**src/rtl/rs_key_sched.sv**
```systemverilog
// rtl/rs_key_sched.sv - Twofish RS key-schedule front end producing S0/S1; optional RS_UNROLL2_EN (two RS steps per cycle)
module rs_key_sched (
  input  logic         clk,
  input  logic         rst_n,
  input  logic [127:0] key_i,
  input  logic         key_valid_i,
  output logic         key_ready_o,
  output logic [31:0]  s0_o,
  output logic [31:0]  s1_o,
  output logic         s_valid_o
);

`ifdef RS_UNROLL2_EN
  localparam int CW = 2;
  localparam logic [CW-1:0] CNT_MID  = 2'd1;
  localparam logic [CW-1:0] CNT_LAST = 2'd3;
`else
  localparam int CW = 3;
  localparam logic [CW-1:0] CNT_MID  = 3'd3;
  localparam logic [CW-1:0] CNT_LAST = 3'd7;
`endif

  typedef enum logic [1:0] {
    IDLE = 2'd0,
    W0   = 2'd1,
    W1   = 2'd2
  } state_t;

  state_t        state_q, state_d;
  logic [CW-1:0] cnt_q;
  logic [31:0]   r_q;
  logic [31:0]   k_even0_q, k_even1_q, k_odd1_q;
  logic          accept, word_done;
  logic [31:0]   k_even, step_r, step_x;

  // One RS remainder step: multiply by x modulo the RS generator over GF(2^8)/0x14D
  function automatic logic [31:0] rs_rem(input logic [31:0] r);
    logic [7:0] b, g2, g3;
    b  = r[31:24];
    g2 = {b[6:0], 1'b0} ^ (b[7] ? 8'h4D : 8'h00);
    g3 = {1'b0, b[7:1]} ^ (b[0] ? 8'hA6 : 8'h00) ^ g2;
    return {r[23:0], 8'h00} ^ {g3, g2, g3, b};
  endfunction

  // State register
  always_ff @(posedge clk) begin
    if (!rst_n) state_q <= IDLE;
    else        state_q <= state_d;
  end

  // Next-state logic and handshake decode
  always_comb begin
    state_d   = state_q;
    accept    = 1'b0;
    word_done = 1'b0;
    case (state_q)
      IDLE: begin
        if (key_valid_i) begin
          accept  = 1'b1;
          state_d = W0;
        end
      end
      W0: begin
        if (cnt_q == CNT_LAST) begin
          word_done = 1'b1;
          state_d   = W1;
        end
      end
      W1: begin
        if (cnt_q == CNT_LAST) begin
          word_done = 1'b1;
          state_d   = IDLE;
        end
      end
      default: state_d = IDLE;
    endcase
  end

  // RS step datapath; the even word is folded in halfway through each word
  always_comb begin
    k_even = (state_q == W0) ? k_even0_q : k_even1_q;
`ifdef RS_UNROLL2_EN
    step_r = rs_rem(rs_rem(r_q));
`else
    step_r = rs_rem(r_q);
`endif
    step_x = step_r ^ ((cnt_q == CNT_MID) ? k_even : 32'h0);
  end

  // Key capture, remainder register, step counter and result registers
  always_ff @(posedge clk) begin
    if (!rst_n) begin
      cnt_q     <= '0;
      r_q       <= 32'h0;
      k_even0_q <= 32'h0;
      k_even1_q <= 32'h0;
      k_odd1_q  <= 32'h0;
      s0_o      <= 32'h0;
      s1_o      <= 32'h0;
      s_valid_o <= 1'b0;
    end else if (accept) begin
      k_even0_q <= key_i[31:0];
      k_even1_q <= key_i[95:64];
      k_odd1_q  <= key_i[127:96];
      r_q       <= key_i[63:32];
      cnt_q     <= '0;
      s_valid_o <= 1'b0;
    end else if (state_q != IDLE) begin
      cnt_q <= cnt_q + 1'b1;
      if (word_done && state_q == W0) begin
        s0_o <= step_x;
        r_q  <= k_odd1_q;
      end else if (word_done) begin
        s1_o      <= step_x;
        s_valid_o <= 1'b1;
      end else begin
        r_q <= step_x;
      end
    end
  end

  assign key_ready_o = (state_q == IDLE);

endmodule

```
**config.mk**
```make
export PLATFORM = sky130hd
export DESIGN_NAME = rs_key_sched
export DESIGN_NICKNAME = d
export VERILOG_FILES = /design/src/rtl/rs_key_sched.sv
export SDC_FILE = /design/constraint.sdc
export NUM_CORES = 1
export LEC_CHECK = 0
export CAP_MARGIN = 25
export CORE_MARGIN = 3
export CORE_UTILIZATION = 48
export DETAILED_ROUTE_END_ITERATION = 6
export PLACE_DENSITY = 0.76
export SLEW_MARGIN = 20
export SYNTH_ARGS = -nofsm -noshare
export SYNTH_HDL_FRONTEND = slang
export SYNTH_SLANG_ARGS = --single-unit
```
**constraint.sdc**
```tcl
create_clock -name clk -period 2.4 [get_ports clk]
set_clock_uncertainty 0.15 [all_clocks]
set_input_delay 0.48 -clock clk [delete_from_list [all_inputs] [get_ports clk]]
set_output_delay 0.48 -clock clk [all_outputs]
set_load 0.1 [all_outputs]
```
---- Yosys cells after proc, flatten, opt, wreduce, memory -nomap -nowiden ----
Cells that the tools add are included.
W data, S select, Z words.
word-level totals
  register bits ........................... 198
  latch bits .............................. 0
  memory bits (writable) .................. 0
  bits in read-only memories .............. 0
  input port bits ......................... 131
  output and inout port bits .............. 66
  memories ................................ 0
cells by class
  $add $sub $neg .......................... 1
  multipliers ............................. 0
  divide/modulo/power cells ............... 0
  order comparisons ....................... 0
  equal/unequal tests ..................... 8
  shift-type cells ........................ 0
  mux-type cells .......................... 16
  bitwise operators ....................... 8
  reduce and logical (&&, ||, !) cells .... 11
operators by type and width
  cell                   count
  $mux W32               6
  $xor A32 B32 Y32       2
  $reduce_and A3 Y1      3
  $mux W8                1
  $xor A7 B8 Y8          1
  $xor A8 B7 Y8          1
  $xor A8 B8 Y8          1
  $mux W7                1
  $mux W2                3
  $ne A2 B2 Y1 const B   3
  $pmux W2 S3            1
  $mux W1                4
  $reduce_and A4 Y1      1
  $reduce_bool A2 Y1     2
  $reduce_or A2 Y1       2
  $add A3 B1 Y3 const B  1
  $eq A3 B2 Y1 const B   1
  $eq A3 B3 Y1 const B   1
  $ne A3 B2 Y1 const B   1
  $not A1 Y1             3
  $eq A2 B1 Y1 const B   1
  $eq A2 B2 Y1 const B   1
  $logic_not A2 Y1       1
  $reduce_and A2 Y1      1
  $logic_and A1 B1 Y1    1

---- Depth between registers and ports, before layout ----
Gate-level depths: netlist (run 1).
  depth in word-level cells ............... 9
  gate-level depth with buffers ........... 10
  mapped depth without buffers ............ 7

---- Least setup slack after synthesis (run 1) ----
Ideal clock, no wire load.
  path type ............................... flip-flop to flip-flop
  start ................................... reg state_q[0]
  end ..................................... reg k_even0_q[21]
  data arrival time ....................... 2.544 ns
  setup slack ............................. -0.369 ns
  cell stages (with the launch flop) ...... 9
  period minus slack after synthesis ...... 2.769 ns
  path through ............................ dfxtp_1 -> inv_1 -> ha_1 -> and2_1 -> clkbuf_1 -> buf_1 -> clkbuf_1 -> nand2_1 -> a21boi_0
between the ends
  cells in the longest elaborated chain, start to end .. 2
RTL lines
  item                    line  source
  from (decl)             29    state_t state_q, state_d;
  from (signal assigned)  48    else state_q <= state_d;
  $logic_not A2 Y1        n/a
  net key_ready_o         7     output logic key_ready_o,
  $mux W1                 56    case (state_q)
  to (signal assigned)    102   k_even0_q <= key_i[31:0];
  to (decl)               32    logic [31:0] k_even0_q, k_even1_q, k_odd1_q;
The timed path passes the listed nets, and every way through them passes these cells.
A chain may end at the register's enable or synchronous reset.

---- Final worst setup path (run 1) ----
  start ................................... reg cnt_q[0]
  end ..................................... reg s0_o[13]
between the ends
  cells in the longest elaborated chain, start to end .. 5
  elaborated cells on any way between the ends .. 8
  classes of those cells .................. eq/ne (2); mux (3); bitwise (1); reduce/logical (2)
RTL lines
  item                                line    source
  from (decl)                         30      logic [CW-1:0] cnt_q;
  from (signal assigned)              109     cnt_q <= cnt_q + 1'b1;
  $eq A3 B3 Y1                        64, 70
  $mux W1                             64, 70
  $mux W1                             n/a
  $logic_and A1 B1 Y1                 110     if (word_done && state_q == W0) begin
  $reduce_and A3 Y1 (no source line)  n/a
  to (signal assigned)                111     s0_o <= step_x;
  to (decl)                           8       output logic [31:0] s0_o,
Several ways; a longest one is shown, not always the timed one.

==> results of run 1 <==
==> through the flow <==
stage	power, mW	instances	hold WS [ns]	util [%]
after floorplan	5.10	1049	0.290	-
after global placement	5.97	1429	0.297	61.4
after detailed placement	5.99	1429	0.305	61.4
after CTS	8.81	1461	0.314	64.6
after global routing	9.18	1461	0.334	64.7
final	8.82	1461	0.308	64.7
==> registers in the layout (all words and copies together), names as in the netlist <==
signal / count
s_valid_o: 1
s0_o: 32
k_odd1_q: 32
state_q: 2
k_even0_q: 32
s1_o: 32
r_q: 32
k_even1_q: 32
cnt_q: 3
==> cells in the mapped netlist, types with 2 or more instances <==
library cell    n  share of area [%]
buf_1           6               0.25
a21o_1         12                1.0
inv_1           4               0.17
xor2_1         25                2.4
o211ai_1        9               0.75
a22o_1          5               0.49
buf_6           4               0.50
nor2_1          3               0.13
o21ai_0        54                3.0
a211oi_1        2               0.17
buf_2           3               0.17
a21oi_1        42                2.3
nand3_1        20                1.1
and2_1          3               0.21
xnor3_1         2               0.50
nand2b_1        2               0.14
a22oi_1         5               0.42
ha_1            7               0.98
clkbuf_1       69                2.9
nand2_1       325                 14
a21boi_0      117                9.8
dfxtp_1       198                 44
a31oi_1         2               0.14
and3_1          4               0.28
nor2b_1         2               0.14
clkbuf_8        5               0.77
xnor2_1        33                3.2
a222oi_1        2               0.22
a221o_1         2               0.22
o211a_1        36                4.0
mux2_2         32                4.0
==> layout make-up <==
class	instances	area share (%)
Inverter	4	0.128
Timing Repair Buffer	238	19.3
Clock inverter	11	1.07
Tap cell	229	2.44
Sequential cell	198	33.8
Multi-Input combinational cell	760	39.4
Clock buffer	21	3.92
==> placed cells by master, fill, tap and decap left out, drive strengths merged <==
| cell | count |
|---|---|
| o22ai | 1 |
| a31oi | 2 |
| bufinv | 2 |
| xor3 | 2 |
| buf | 109 |
| a22o | 5 |
| clkinvlp | 2 |
| a22oi | 5 |
| o211ai | 9 |
| nor3 | 1 |
| inv | 5 |
| a21boi | 118 |
| ha | 7 |
| xor2 | 26 |
| dfxtp | 198 |
| nor2b | 2 |
| a222oi | 2 |
| mux2 | 32 |
| mux2i | 1 |
| clkinv | 6 |
| o211a | 36 |
| nand3 | 20 |
| xnor3 | 2 |
| xnor2 | 33 |
| a311o | 2 |
| or3 | 1 |
| and3 | 4 |
| a221o | 2 |
| nor2 | 3 |
| nand2 | 326 |
| a21oi | 42 |
| a21o | 12 |
| nand2b | 2 |
| clkbuf | 21 |
| clkdlybuf4s50 | 129 |
| and2 | 4 |
| o21ai | 54 |
| a211oi | 2 |
| a31o | 1 |
| nand4bb | 1 |
==> cell families after synthesis <==
logic type                 Yosys count
buffers and inverters               91
and+or+nand+nor                    364
AOI/OAI and AO/OA                  293
adders and majority gates            7
DFF                                198
muxes                               33
xor gates and xnor gates            63
==> critical path, stage by stage (launching register included) <==
cell,delay (ns)
dfxtp_1,0.37
ha_1,0.19
ha_1,0.30
and2_2,0.26
nand2_2,0.15
nor2_2,0.18
buf_12,0.24
nand2_1,0.13
o21ai_0,0.21
==> path summary, 6_finish.rpt <==
check                           slack (ns)                     start                        to
worst max-delay path                  0.12     cnt_q[0]$_SDFFE_PP0P_     s0_o[13]$_SDFFE_PN0P_
worst min-delay path                  0.31  k_odd1_q[3]$_SDFFE_PN0P_  k_odd1_q[3]$_SDFFE_PN0P_
worst max register to register        0.12     cnt_q[0]$_SDFFE_PP0P_     s0_o[13]$_SDFFE_PN0P_
worst min register to register        0.31  k_odd1_q[3]$_SDFFE_PN0P_  k_odd1_q[3]$_SDFFE_PN0P_
==> per-layer routing <==
metal | global-route usage, % | part of all wire (%) | up-vias | wire length (µm)
li1 | - | - | 3873 | -
met5 | 0 | 0 | - | 0
met2 | 41.4 | 47 | 342 | 12700
met1 | 35.6 | 42 | 3780 | 11300
met3 | 5.89 | 8.3 | 44 | 2240
met4 | 9.60 | 3.0 | 0 | 808
==> what timing repair did <==
item / in CTS / in global routing
hold endpoints to repair: 0 / 0
setup endpoints to repair: 0 / 27
resized for setup: 0 / 3
setup buffers: 0 / 0
==> power by group through the flow <==
stage / Sequential [mW] / Clock [mW] / Combinational, mW
final: 3.69 / 2.84 / 2.28
after global routing: 3.71 / 3.02 / 2.45
after CTS: 3.69 / 2.87 / 2.25
after global placement: 3.76 / 0 / 2.21
after floorplan: 3.68 / 0 / 1.42
after detailed placement: 3.76 / 0 / 2.23
==> metrics.cfg, run 1 <==
[yosys]
synth_top_family_by_area=compound AO/OA/AOI/OAI gates
syn-cell-area_mm2=0.00898
synth_seq_area_share_pct=44.1
synth_ff_type=dfxtp_1
synth-async-reset-ratio_pct=0
yosysWarnings=0
synth_enable_flop_cells=0
synth-adder-area-share_pct=0.975
synthMuxAreaShare_pct=4.12
synthSimpleGateAreaFrac_pct=16.0
syn_area_per_cell_um2=8.56
synth-xor-area-share_pct=6.93
syn-num-nets=1187
syn_inst=1049
post_synth_num_cell_types=45
ys_ff_latch=198
synth_compound_area_share_pct=23.1

[floorplan]
initial_core_util_pct=49.5
core-area_mm2=0.0181
io_pins=197
row_count=49
fp.dieH_um=143
die-area_mm2=0.0204
die_w_um=143

[timing]
fin_ws_ns=0.121
setup_violations=0
slew_headroom_pct=62.4
hold_viol_final=0
period_share_pct=95.0
finalMaxSlewViolations=0
rsz0062_at_grt=false
max_freq_mhz=439
fin_tns_setup_ns=0
min_period_ns=2.28
worst_slew_pin_slew_ns=0.561

[pwr]
seqPwrFrac_pct=41.9
p_comb_share_pct=25.9
swShare_pct=30.0
ir_worst_vdd_mv=0.552
p_per_area_mw_per_mm2=752
leakage_nw=4.99
power_frac_clock_pct=32.2
power_switching_mw=2.64
power.internal_mw=6.18

[final_layout]
antenna_cells=0
final-seq-area_mm2=0.00396
final_nets=1357
fill_cells=1539
drive_gt1_share_pct=15.1
multi_input_area_mm2=0.00462
fin_area_mm2=0.0117
areaGrowthSynthToFinish_pct=30.7

[placed_design]
placed_cell_area_mm2=0.0111
post-place-ws_ns=0.139
place_hpwl_mm=19.9
portBuffers=196
place_congestion=0.934

[route]
viasPerCell=5.50
wire_per_inst_um=18.5
dr.pass1.iters=5
routed_wl_mm=27.1
drc=0
drtAntennaViolNets=0
initialDrtViolationCount=684
vias=8039

[global_routing]
grt.total_usage_pct=26.3
grt_pass1_vias=7606
grt_max_degree=71
grt_antenna_before_repair=0
overflow=0
grt_pass1_wl_mm=41.4

[clocking]
holdBufCountCts=0
cts.clk_slew.worst_paths_ns=0.07
clock-sinks=198
tritoncts=built
clock_latency_ns=0.43
cts_buffers=17
cts.path.max_buffers=2
root_buffer=clkbuf_16
htreeDepth=4

[critical_path]
endpoint_kind=register
cp.required_ns=2.60
arrival_ns=2.48
crit_fanout=48
ff2ff_path_depth=8
crit_type=register to register
cp-start-kind=register

[hold_path]
worstHoldPathCells=2
min_path_type=register to register

[run]
maxCapViolations=0

[status]
outcome=finished, final reports clean

Power figures use the tool's default switching activity.
==> run 2, diff against run 1 <==
--- a/config.mk
+++ b/config.mk
@@ -5,7 +5,7 @@
 export SDC_FILE = /design/constraint.sdc
 export NUM_CORES = 1
 export LEC_CHECK = 0
-export CAP_MARGIN = 25
+export CAP_MARGIN = 20
 export CORE_MARGIN = 3
 export CORE_UTILIZATION = 48
 export DETAILED_ROUTE_END_ITERATION = 6
==> results of run 2 <==
Final layout, timing and power as in run 1 (identical DEF).
